File: config.mk
export PLATFORM = sky130hd
export DESIGN_NAME = tx_rr2_queue_stage
export DESIGN_NICKNAME = d
export VERILOG_FILES = /design/src/rtl/tx_rr2_pkg.sv /design/src/rtl/tx_desc_fifo.sv /design/src/rtl/tx_rr2_queue_stage.sv
export SDC_FILE = /design/constraint.sdc
export NUM_CORES = 1
export LEC_CHECK = 0
export ABC_AREA = 1
export CAP_MARGIN = 40
export CORE_AREA = 5 5 347 213
export DETAILED_ROUTE_END_ITERATION = 8
export DIE_AREA = 0 0 352 218
export GPL_TIMING_DRIVEN = 0
export PLACE_DENSITY = 0.63
export SYNTH_ARGS = -nofsm -noshare
export SYNTH_HDL_FRONTEND = slang
export SYNTH_SLANG_ARGS = --single-unit
File: constraint.sdc
create_clock -name sys_clk -period 3.5 [get_ports sys_clk]
set_input_delay 0.7 -clock sys_clk [delete_from_list [all_inputs] [get_ports sys_clk]]
set_output_delay 0.7 -clock sys_clk [all_outputs]
set_load 0.01 [all_outputs]
File: src/rtl/tx_rr2_pkg.sv
// Shared constants and helpers for the two-queue TX round-robin stage.
//   - default widths/depths
//   - queue ids and one-hot grant encodings used against the 2-way arbiter
package tx_rr2_pkg;

  localparam int DATA_W_DEF = 64;
  localparam int DEPTH_DEF  = 4;
  localparam int CNT_W_DEF  = 16;

  localparam logic QID_0 = 1'b0;
  localparam logic QID_1 = 1'b1;

  localparam logic [1:0] GNT_Q0 = 2'b01;
  localparam logic [1:0] GNT_Q1 = 2'b10;

  // A grant is usable only if it is exactly one-hot and names a requester.
  function automatic logic grant_legal(input logic [1:0] gnt, input logic [1:0] req);
    return ((gnt == GNT_Q0) || (gnt == GNT_Q1)) && ((gnt & ~req) == 2'b00);
  endfunction

endpackage

File: src/rtl/tx_desc_fifo.sv
// Synchronous descriptor FIFO, DATA_W x DEPTH (DEPTH power of 2, >= 2).
// Ports:
//   clk, rst_n     clock, async active-low reset (clears pointers/occupancy)
//   push, din      write din on the edge when push & ~full
//   pop            retire head on the edge when pop & ~empty
//   full, empty    derived from the occupancy register only
//   head           current head entry (valid when ~empty)
module tx_desc_fifo
  import tx_rr2_pkg::*;
#(
  parameter int DATA_W = DATA_W_DEF,
  parameter int DEPTH  = DEPTH_DEF
) (
  input  logic              clk,
  input  logic              rst_n,
  input  logic              push,
  input  logic [DATA_W-1:0] din,
  input  logic              pop,
  output logic              full,
  output logic              empty,
  output logic [DATA_W-1:0] head
);

  localparam int PTR_W = $clog2(DEPTH);

  logic [DATA_W-1:0] mem [DEPTH];
  logic [PTR_W-1:0]  wr_ptr, rd_ptr;
  logic [PTR_W:0]    occ;
  logic              do_push, do_pop;

  assign full    = (occ == (PTR_W+1)'(DEPTH));
  assign empty   = (occ == '0);
  // Full refuses a push even if a pop happens the same cycle.
  assign do_push = push & ~full;
  assign do_pop  = pop & ~empty;
  assign head    = mem[rd_ptr];

  // Storage needs no reset; occupancy gates every read.
  always_ff @(posedge clk) begin
    if (do_push) mem[wr_ptr] <= din;
  end

  always_ff @(posedge clk or negedge rst_n) begin
    if (!rst_n) begin
      wr_ptr <= '0;
      rd_ptr <= '0;
      occ    <= '0;
    end else begin
      if (do_push) wr_ptr <= wr_ptr + PTR_W'(1);
      if (do_pop)  rd_ptr <= rd_ptr + PTR_W'(1);
      case ({do_push, do_pop})
        2'b10:   occ <= occ + (PTR_W+1)'(1);
        2'b01:   occ <= occ - (PTR_W+1)'(1);
        default: occ <= occ;
      endcase
    end
  end

endmodule

File: src/rtl/tx_rr2_queue_stage.sv
// Two-queue TX descriptor buffering stage around an external 2-way RR arbiter.
// Each input stream lands in its own FIFO; non-empty queues request the
// arbiter whenever the output slot can take a descriptor, and the one-hot
// grant pops that queue into a registered valid/ready output slot.
// Ports:
//   sys_clk, sys_rst_n           clock, async active-low reset
//   in{0,1}_valid/ready/data     upstream descriptor streams (ready = ~full)
//   rr_req, rr_ena               request vector / consume strobe to arbiter
//   rr_result                    one-hot grant from arbiter (same cycle)
//   out_valid/ready/data, out_qid  output slot to next TX stage
//   grant_cnt0/1                 per-queue pop counters (TX_RR2_STATS_EN only)
// Build option: define TX_RR2_STATS_EN to add the grant counters and CNT_W.
module tx_rr2_queue_stage
  import tx_rr2_pkg::*;
#(
  parameter int DATA_W = DATA_W_DEF,
  parameter int DEPTH  = DEPTH_DEF
`ifdef TX_RR2_STATS_EN
  ,
  parameter int CNT_W  = CNT_W_DEF
`endif
) (
  input  logic              sys_clk,
  input  logic              sys_rst_n,
  input  logic              in0_valid,
  output logic              in0_ready,
  input  logic [DATA_W-1:0] in0_data,
  input  logic              in1_valid,
  output logic              in1_ready,
  input  logic [DATA_W-1:0] in1_data,
  output logic [1:0]        rr_req,
  output logic              rr_ena,
  input  logic [1:0]        rr_result,
  output logic              out_valid,
  input  logic              out_ready,
  output logic [DATA_W-1:0] out_data,
  output logic              out_qid
`ifdef TX_RR2_STATS_EN
  ,
  output logic [CNT_W-1:0]  grant_cnt0,
  output logic [CNT_W-1:0]  grant_cnt1
`endif
);

  logic [1:0]              full, empty, pop;
  logic [1:0][DATA_W-1:0]  head;
  logic                    load, grant_ok;

  tx_desc_fifo #(.DATA_W(DATA_W), .DEPTH(DEPTH)) u_fifo0 (
    .clk   (sys_clk),
    .rst_n (sys_rst_n),
    .push  (in0_valid),
    .din   (in0_data),
    .pop   (pop[0]),
    .full  (full[0]),
    .empty (empty[0]),
    .head  (head[0])
  );

  tx_desc_fifo #(.DATA_W(DATA_W), .DEPTH(DEPTH)) u_fifo1 (
    .clk   (sys_clk),
    .rst_n (sys_rst_n),
    .push  (in1_valid),
    .din   (in1_data),
    .pop   (pop[1]),
    .full  (full[1]),
    .empty (empty[1]),
    .head  (head[1])
  );

  // Ready comes straight from the occupancy register, so there is no path
  // from out_ready back to the upstream interfaces.
  assign in0_ready = ~full[0];
  assign in1_ready = ~full[1];

  // Requests drop to zero under back-pressure, which also freezes the arbiter.
  assign load     = ~out_valid | out_ready;
  assign rr_req   = {load & ~empty[1], load & ~empty[0]};
  assign rr_ena   = |rr_req;
  // A malformed grant is dropped: nothing pops, the slot is not reloaded.
  assign grant_ok = rr_ena & grant_legal(rr_result, rr_req);
  assign pop      = grant_ok ? rr_result : 2'b00;

  always_ff @(posedge sys_clk or negedge sys_rst_n) begin
    if (!sys_rst_n) begin
      out_valid <= 1'b0;
      out_data  <= '0;
      out_qid   <= QID_0;
    end else if (grant_ok) begin
      out_valid <= 1'b1;
      out_data  <= rr_result[1] ? head[1] : head[0];
      out_qid   <= rr_result[1] ? QID_1 : QID_0;
    end else if (out_valid & out_ready) begin
      // Drained with nothing new loaded; out_data keeps its last value.
      // Clearing on any non-load (including a rejected grant) avoids
      // presenting an already-accepted descriptor twice.
      out_valid <= 1'b0;
    end
  end

`ifdef TX_RR2_STATS_EN
  always_ff @(posedge sys_clk or negedge sys_rst_n) begin
    if (!sys_rst_n) begin
      grant_cnt0 <= '0;
      grant_cnt1 <= '0;
    end else begin
      if (pop[0]) grant_cnt0 <= grant_cnt0 + CNT_W'(1);
      if (pop[1]) grant_cnt1 <= grant_cnt1 + CNT_W'(1);
    end
  end
`endif

  a_grant_legal : assert property (@(posedge sys_clk) disable iff (!sys_rst_n)
    rr_ena |-> grant_legal(rr_result, rr_req));

endmodule
Word-level counts from Yosys, hierarchy flattened:

Memory sizes are Yosys's and may differ from the RTL's.
Cells that the tools add are included.
W data, S select, Z words.

* flip-flop bits (word level): 80
* memory bits (writable): 512
* input bits: 135
* output and inout bits: 71
* word-level logic and storage cells: 63
* memories kept: 2

Memory list
* u_fifo0.mem: depth 4, bits a word 64, read ports 1, clocked after memory_dff 0, wr ports 1, line tx_desc_fifo.sv:26 `logic [DATA_W-1:0] mem [DEPTH];`
* u_fifo1.mem: depth 4, bits a word 64, read ports 1, clocked after memory_dff 0, wr ports 1, line tx_desc_fifo.sv:26

* $add $sub $neg: 8
* eq/ne operators: 8
* muxes and demuxes: 11
* bitwise gates (word level): 16
* reductions and logical operators: 9

Operators by type and width (count)
* $mux W64: 1
* $pmux W3 S2: 2
* $add A2 B1 Y2 const B: 4
* $and A1 B1 Y1: 8
* $mux W1: 7
* $add A3 B1 Y3 const B: 2
* $eq A2 B1 Y1 const B: 3
* $eq A2 B2 Y1 const B: 3
* $eq A3 B3 Y1 const B: 2
* $logic_not A3 Y1: 2
* $reduce_bool A2 Y1: 3
* $sub A3 B1 Y3 const B: 2
* $not A1 Y1: 5
* $and A2 B2 Y2: 1
* $logic_not A2 Y1: 1
* $mux W2: 1
* $not A2 Y2: 1
* $reduce_or A2 Y1: 1
* $logic_and A1 B1 Y1: 1
* $logic_or A1 B1 Y1: 1
* $or A1 B1 Y1: 1

Logic depth before layout (Yosys ltp):

* depth in word-level cells: 12
* depth in mapped cells: 12
* mapped depth without buffers: 12

Hierarchy:

From an unflattened synthesis, not the netlist that was laid out.

* cell total of the unflattened synthesis: 2130
* area, all modules: 24867.6 um2

Modules (own cells, without submodules)
* tx_desc_fifo: times used 2, cells each 808, area each 10605.2 um2, seq. area each 7862.5 um2
* tx_rr2_queue_stage: times used 1, cells each 514, area each 3657.3 um2, seq. area each 1651.6 um2

Worst setup path before layout:

No wires, ideal clock.

* kind: input-to-reg
* start: input in0_valid
* end: memory u_fifo0.mem[0][0] (netlist bit), enable pin
* library setup time: 0.487 ns
* arrival: 3.558 ns
* required time: 3.013 ns
* setup slack: -0.545 ns
* cell stages on the path: 2
* path buffers: 0
* cell sequence: nand2_1 > nor2_1

* word-level cells in the longest chain between the ends: 3

RTL lines
* start, declared: line tx_rr2_queue_stage.sv:25 `input logic in0_valid,`
* $and A1 B1 Y1: line tx_desc_fifo.sv:34 `assign do_push = push & ~full;`
* $mux W1: line tx_desc_fifo.sv:40 `if (do_push) mem[wr_ptr] <= din;`
* $mux W1 (not written as such): line tx_desc_fifo.sv:40
* end, declared: line tx_desc_fifo.sv:26

No other way between the ends.

Worst setup path after layout:

* start: input rr_result[1]
* end: register u_fifo0.occ[2]

* word-level cells in the longest chain between the ends: 8
* elaborated cells between the ends (all ways): 13
* classes of those cells: 4 x eq/ne; 2 x mux; 3 x bitwise; 4 x reduce/logical

RTL lines
* start, declared: line tx_rr2_queue_stage.sv:33 `input logic [1:0] rr_result,`
* $eq A2 B1 Y1 (tied with other cells): line tx_rr2_pkg.sv:18 `return ((gnt == GNT_Q0) || (gnt == GNT_Q1)) && ((gnt & ~req) == 2'b00);`
* $logic_or A1 B1 Y1 / $logic_not A2 Y1 (equally long branches): line tx_rr2_pkg.sv:18
* $logic_and A1 B1 Y1 (*): line tx_rr2_pkg.sv:18
* $and A1 B1 Y1 (*): line tx_rr2_queue_stage.sv:81 `assign grant_ok = rr_ena & grant_legal(rr_result, rr_req);`
* $mux W2 (*): line tx_rr2_queue_stage.sv:82 `assign pop = grant_ok ? rr_result : 2'b00;`
* $and A1 B1 Y1 (*): line tx_desc_fifo.sv:35 `assign do_pop = pop & ~empty;`
* via u_fifo0.do_pop: line tx_desc_fifo.sv:29 `logic do_push, do_pop;`
* $eq A2 B1 Y1 / $eq A2 B2 Y1 (equally long branches): line tx_desc_fifo.sv:51 `case ({do_push, do_pop})`
* $pmux W3 S2 / $reduce_bool A2 Y1 (equally long branches)
* end signal, assigned: line tx_desc_fifo.sv:52 `2'b10: occ <= occ + (PTR_W+1)'(1);`
* end signal, assigned: line tx_desc_fifo.sv:53 `2'b01: occ <= occ - (PTR_W+1)'(1);`
* end, declared: line tx_desc_fifo.sv:28 `logic [PTR_W:0] occ;`

The timed path passes the listed nets; every way through them passes the cells marked *.
A chain may end at the register's enable or synchronous reset.

==> flow_summary.ini <==
[final_layout]
fillers = 6498
multi_input_area_sq_um = 5490
nNetsFinal = 2701
final_common_cell = nand2_1
drive_above_1_share_pct = 6.51
area_delta_synth_final_pct = 22.6
final_cell_mix = nand2_1, edfxtp_1, nand3_1
final_core_util_pct = 42.3
seqCellArea_sq_um = 17400
fin_area_sq_um = 29900

[placement]
dp_slack_ns = -0.542
port_buffers = 205
postPlaceCellArea_sq_um = 28100
place_congestion = 0.822
hpwl_um = 51200

[detailed_routing]
drcViolationCount = 0
first_pass_iters = 7
final_antenna_net_count = 0
drt_iter0_drc = 1644
wl_um = 71200
avgViaCountPerCell = 4.76
wl_per_cell_um = 20.1
vias = 16900

[clock_tree]
cts_buffer_depth = 3
post_cts_buffers = 0
cts_sinks = 592
htree_levels = 2
cts_tree = built
clk_latency_ns = 0.60
numCtsBuffers = 53
cts-root-buf = clkbuf_16
cts_resized = 0
clkTransAtPathRegs_ns = 0.07

[critical_path]
reg2reg_slack_ns = 0.96
start_kind = input pin
worst-endpoint-arrival_ns = 3.66
crit_type = input pin to flip-flop
cp_max_fo = 11
crit_required_ns = 3.97
endpoint_kind = flip-flop

[sta]
hold_viol = 0
fin_skew_ns = 0.0246
slew_viol_final = 0
timing.fmax_mhz = 313
maxSlewHeadroom_pct = 42.5
finalCriticalPeriod_ns = 3.19
holdWs_ns = 0.483
worst_slew_pin_slew_ns = 0.863
worst_slack_ns = 0.307
finalSetupViolations = 0
fin_crit_sh_pct = 91.2
rsz0062_at_grt = false

[power_and_ir_drop]
p_per_area_nw_per_um2 = 825
ir_worst_vdd_uv = 485
p_leak_nw = 12.5
finalPower_mw = 24.7

[yosys]
post_synth.cell_area_avg_sq_um = 10.7
syn_area_sq_um = 24400
yosysUniqueCellTypes = 18
seq_area_frac_synth_pct = 71.3
synth_warnings = 0
ys_ff_latch = 592
syn_inst = 2273
syn-num-nets = 2420

[grt]
overflow = 0
grt_util_all_layers_pct = 18.2
antenna_found_initial = 8
grt_pass1_vias = 16900
grt_max_degree = 59
grt_pass1_wl_um = 105000

[die]
start_util_pct = 34.5
io_pins = 206
core_area_sq_um = 70700
die-width_um = 352
die_area_sq_um = 76700
dieHeight_um = 218
rows = 76

[outcome]
status = finished clean

[job]
max_cap_viol_count = 0

[min_path]
min_path_type = flip-flop to flip-flop
-- cell usage after synthesis --
library cell | number | share of area, %
inv_1 | 285 | 4.4
a21oi_1 | 4 | 0.082
nor2_4 | 1 | 0.046
xnor2_1 | 5 | 0.18
ha_1 | 10 | 0.51
clkbuf_1 | 29 | 0.45
nand3_1 | 322 | 6.6
buf_1 | 23 | 0.35
buf_2 | 57 | 1.2
fa_1 | 2 | 0.16
edfxtp_1 | 512 | 63
nand3b_1 | 1 | 0.031
inv_2 | 2 | 0.031
o21ai_0 | 6 | 0.12
xor2_1 | 6 | 0.22
nor2_1 | 12 | 0.18
nand2_1 | 916 | 14
dfrtp_1 | 80 | 8.2
-- through the flow --
stage	setup TNS (ns)	std cells
2_1_floorplan	-278.83	2273
3_3_place_gp	-1939.26	3414
3_5_place_dp	-0.810	3435
4_1_cts	0	3533
5_1_grt	0	3536
6_report	0	3539
-- worst max-delay path, cell delays in order --
cell	delay, ns
clkdlybuf4s50_1	0.75
inv_1	0.64
nand3_1	0.36
inv_1	0.14
ha_1	0.15
inv_1	0.07
fa_1	0.38
a21oi_1	0.15
o21ai_0	0.14
xor2_1	0.17
-- power by group --
group | switching, mW | internal (mW) | total, mW
sequential | 0.728 | 9.39 | 10.1
combinational | 5.82 | 2.86 | 8.67
clock | 2.56 | 3.31 | 5.86
total | 9.10 | 15.6 | 24.7
-- flip-flops by register name, summed over array words and instances (netlist names) --
register        count
u_fifo1.occ         3
u_fifo1.wr_ptr      2
u_fifo0.occ         3
u_fifo0.rd_ptr      2
u_fifo0.mem       256
out_data           64
u_fifo0.wr_ptr      2
out_valid           1
u_fifo1.rd_ptr      2
u_fifo1.mem       256
out_qid             1
-- path summary, 6_finish.rpt --
path	cells past startpoint	start	end
setup / recovery	10	rr_result[1]	u_fifo0.occ[2]
hold / removal	2	out_data[7]	out_data[7]
setup reg to reg	11	out_valid	u_fifo0.occ[2]
hold reg to reg	2	out_data[7]	out_data[7]
max in group asynchronous	3	sys_rst_n	out_data[26]
min in group asynchronous	2	sys_rst_n	out_data[58]
-- cell families (layout without fill, tap and decap cells) --
| family | count (synthesis) | count (layout) | share of synthesized area, % |
|---|---|---|---|
| simple gates | 1252 | 1252 | 21.0 |
| flops | 592 | 592 | 71.3 |
| buf+inv | 396 | 719 | 6.39 |
| fa+ha+maj | 12 | 12 | 0.678 |
| xor+xnor | 11 | 11 | 0.395 |
| compound gates | 10 | 10 | 0.205 |
| other cells | 0 | 7 | 0 |
-- area by class of cell --
type / count / share of cell area, %
multi-input cells: 1285 / 18.4
clock inverters: 18 / 0.536
plain buffers: 108 / 1.60
flip-flops and latches: 592 / 58.2
inverters: 287 / 3.61
diodes: 7 / 0.0586
repair buffers: 227 / 8.50
clock buffers: 79 / 5.24
well taps: 936 / 3.92
-- routing by layer --
metal | part of all wire (%) | vias up | global-route usage [%] | wire length [um]
met5 | 0.060 | - | 0 | 43
met4 | 1.8 | 6 | 4.14 | 1260
met3 | 9.6 | 82 | 4.66 | 6840
met2 | 44 | 651 | 28.1 | 31600
met1 | 44 | 8179 | 25.9 | 31400
li1 | - | 7944 | - | -
-- timing repair --
item / 4_1_cts / 5_1_grt
setup endpoints to repair: 0 / 1
endpoints found under the hold margin: 1 / 0
hold buffers: 1 / 0
(Power assumes the default switching activity.)
==> edit, RTL diff (same flow settings) <==
Build with the macro `TX_RR2_STATS_EN` defined.
--- a/src/rtl/tx_rr2_queue_stage.sv
+++ b/src/rtl/tx_rr2_queue_stage.sv
@@ -12,2 +12,4 @@
 // Build option: define TX_RR2_STATS_EN to add the grant counters and CNT_W.
+`define TX_RR2_STATS_EN
+
 module tx_rr2_queue_stage
Check against the original RTL (old outputs only; new: grant_cnt0 and grant_cnt1): same outputs for any inputs over 4 cycles, from zero or initial values and one cycle with sys_rst_n low; that may be too few to reach the edited logic, so the function may still have changed.
==> edit against the original RTL <==
Synthesized area rose by 6.8%; die area did not move; sequential cell count increased by 32; sequential share of layout area shrank 1.3 points; routed wire length fell by 0.99%; total power increased by 3.4%; final area is 7.0% higher; cell count rose by 7.4%; worst setup slack improved by 270 ps; critical path depth grew 2; critical endpoint is now u_fifo1.occ[2]; highest routed layer unchanged.
==> edit: results (changes against the original RTL) <==
* Status: complete, no violations
* Seq/Total Area, Yosys at 69.9% (-1.5 points)
* Clock transition at path regs at 70 ps (about the same)
* CP max stage cell: clkdlybuf4s50_1
* Syn Area/Cell at 10.4 um2 (-2.7%)
* Ratio of cells with drive above 1 in the final layout at 5.59% (-0.92 points)
* Vias per cell at 4.69 (-1.7%)
* Vias in the first global route at 17,106 (+1.4%)
* Final nets at 2,964 (+9.7%)
* Via count at 17,811 (+5.6%)
* Met1 GRT Util at 26.3% (+0.42 points)
* Postcts setup bufs at 0 (unchanged)
* Worst vdd ir at 0.506 mV (+4.3%)
* PortBufs at 237 (+16%)
* Synth Flop Type: edfxtp_1
* Inst Count DP at 3,692 (+7.5%)
* WL/cell at 18.5 um (-7.8%)
* DR iter-0 viols at 1,360 (-17%)
* Hold Buf Count CTS at 1 (unchanged)
* # resized after CTS at 0 (unchanged)
* Total leakage power at 13.5 nW (+7.6%)
* CP Data Arrival Time at 3420 ps (-240 ps)
* Top Registers: u_fifo0.mem: 256 flops, u_fifo1.mem: 256 flops, out_data: 64 flops
* Ys async rst share at 17.9% (+4.4 points)
* Synth unique cells at 23 (+5)
* Net count after synthesis at 2,645 (+9.3%)
* Reg2reg start: out_valid
* Pre-CTS setup slack at -53.4 ps (+489 ps)
* R2R depth at 10 (-1)
* CP peak stage delay at 450 ps (-300 ps)
* DP HPWL at 49.2 mm (-3.8%)
* Area contributors post-synth: edfxtp_1 59%, nand2_1 15%, dfrtp_1 11%, nand3_1 6.4%, inv_1 4.3%
* Met3 Use GR at 4.36% (-0.31 points)
* Worst r2r dst: u_fifo1.occ[2]
* HP Class: reg2reg
* Post-synth top cells: 1,011 x nand2_1, 512 x edfxtp_1, 331 x nand3_1, 300 x inv_1, 112 x dfrtp_1
* First-pass GRT wire length at 106 mm (+1.3%)
* Clk buf depth at 3 (unchanged)
* GP Congestion at 0.796 (-3.1%)
* Routing usage on met2 at 28.5% (+0.35 points)
* Hold worst-path end: out_data[36]
* Setup Skew at 33.8 ps (+9.19 ps)
* Initial antenna violation count at 10 (+2)
* Fill cells at 6,614 (+1.8%)
* Clock root buffer: clkbuf_16
* YS warnings at 0 (unchanged)
* Worst slew pin tran at 802 ps (-61.0 ps)
* CTS Buf Count at 56 (+5.7%)
* Hold Startpoint: out_data[36]
* Total GRT Usage at 18.2% (+0.046 points)
* Hold Fails Final Rpt at 0 (unchanged)
* Largest net degree at the start of global routing at 70 (+19%)
* 1st-pass router iterations at 5 (-2)
* Internal reg-to-reg setup slack at 770 ps (-190 ps)
* Max Fanout on Critical Path at 10 (-1)
* Hold Path Stages at 2 (unchanged)
* Clock Latency Late Sink at 640 ps (+40 ps)
* EDFF count, synth at 512 (unchanged)
==> edit: area by class of cell <==
cell class | count | area (um2) | share of cell area [%]
Timing Repair Buffer | 261 | 2910 | 9.11
Antenna cell | 3 | 7.51 | 0.0235
Inverter | 303 | 1140 | 3.56
Multi-Input combinational cell | 1458 | 6290 | 19.7
Clock inverter | 20 | 174 | 0.544
Sequential cell | 624 | 18200 | 56.9
Tap cell | 936 | 1170 | 3.66
Clock buffer | 85 | 1630 | 5.10
Buffer | 111 | 468 | 1.46
==> edit: kinds of logic after synthesis <==
family | count (synthesis) | share of synthesized area, %
XOR/XNOR | 25 | 0.842
adder cells (fa/ha/maj) | 14 | 0.731
buffers and inverters | 414 | 6.17
AND/OR/NAND/NOR | 1410 | 22.2
flip-flops | 624 | 69.9
AO/OA/AOI/OAI | 9 | 0.183
==> edit: metrics by stage <==
step | instance area (um2) | setup TNS (ps) | utilization, % | hold slack (ps)
after floorplan | 26000 | -278830 | - | 404
after global placement | 29600 | -2182650 | 41.8 | 463
after detailed placement | 30200 | -53.4 | 42.7 | 466
after CTS | 32000 | 0 | 45.2 | 484
after global routing | 32000 | 0 | 45.2 | 505
final | 32000 | 0 | 45.3 | 479
==> edit: how the worst max path moves through the flow <==
stage | from | endpoint | slack [ps]
finish | out_ready | u_fifo1.occ[2] | 570
global route | rr_result[1] | u_fifo1.occ[2] | 430
CTS | out_ready | u_fifo1.occ[2] | 620
detailed placement | out_ready | u_fifo1.occ[2] | -50
global placement | in1_valid | u_fifo1.mem[0][22] | -3680
floorplan | in0_valid | u_fifo0.mem[0][0] | -540
==> edit: worst max-delay path, delay by kind of cell <==
family                     cells  cell delay (ps)
buffers and inverters          5             1120
and+or+nand+nor                2              660
adders and majority gates      2              540
AOI/OAI and AO/OA              2              240
xor gates and xnor gates       1              150
==> edit: power by group <==
part	internal, mW	total, mW	switching (mW)	leakage [nW]
Sequential	9.81	10.4	0.588	6.10
Clock	3.37	6.15	2.78	0.873
Combinational	3.04	8.94	5.90	6.52
Total	16.2	25.5	9.26	13.5
==> edit: metal layers <==
metal / wire length (um) / part of all wire [%] / vias to the layer above
met3: 5560 / 7.9 / 93
met2: 31700 / 45 / 555
met4: 1080 / 1.5 / 14
met5: 90 / 0.13 / -
li1: - / - / 8719
met1: 32000 / 45 / 8430
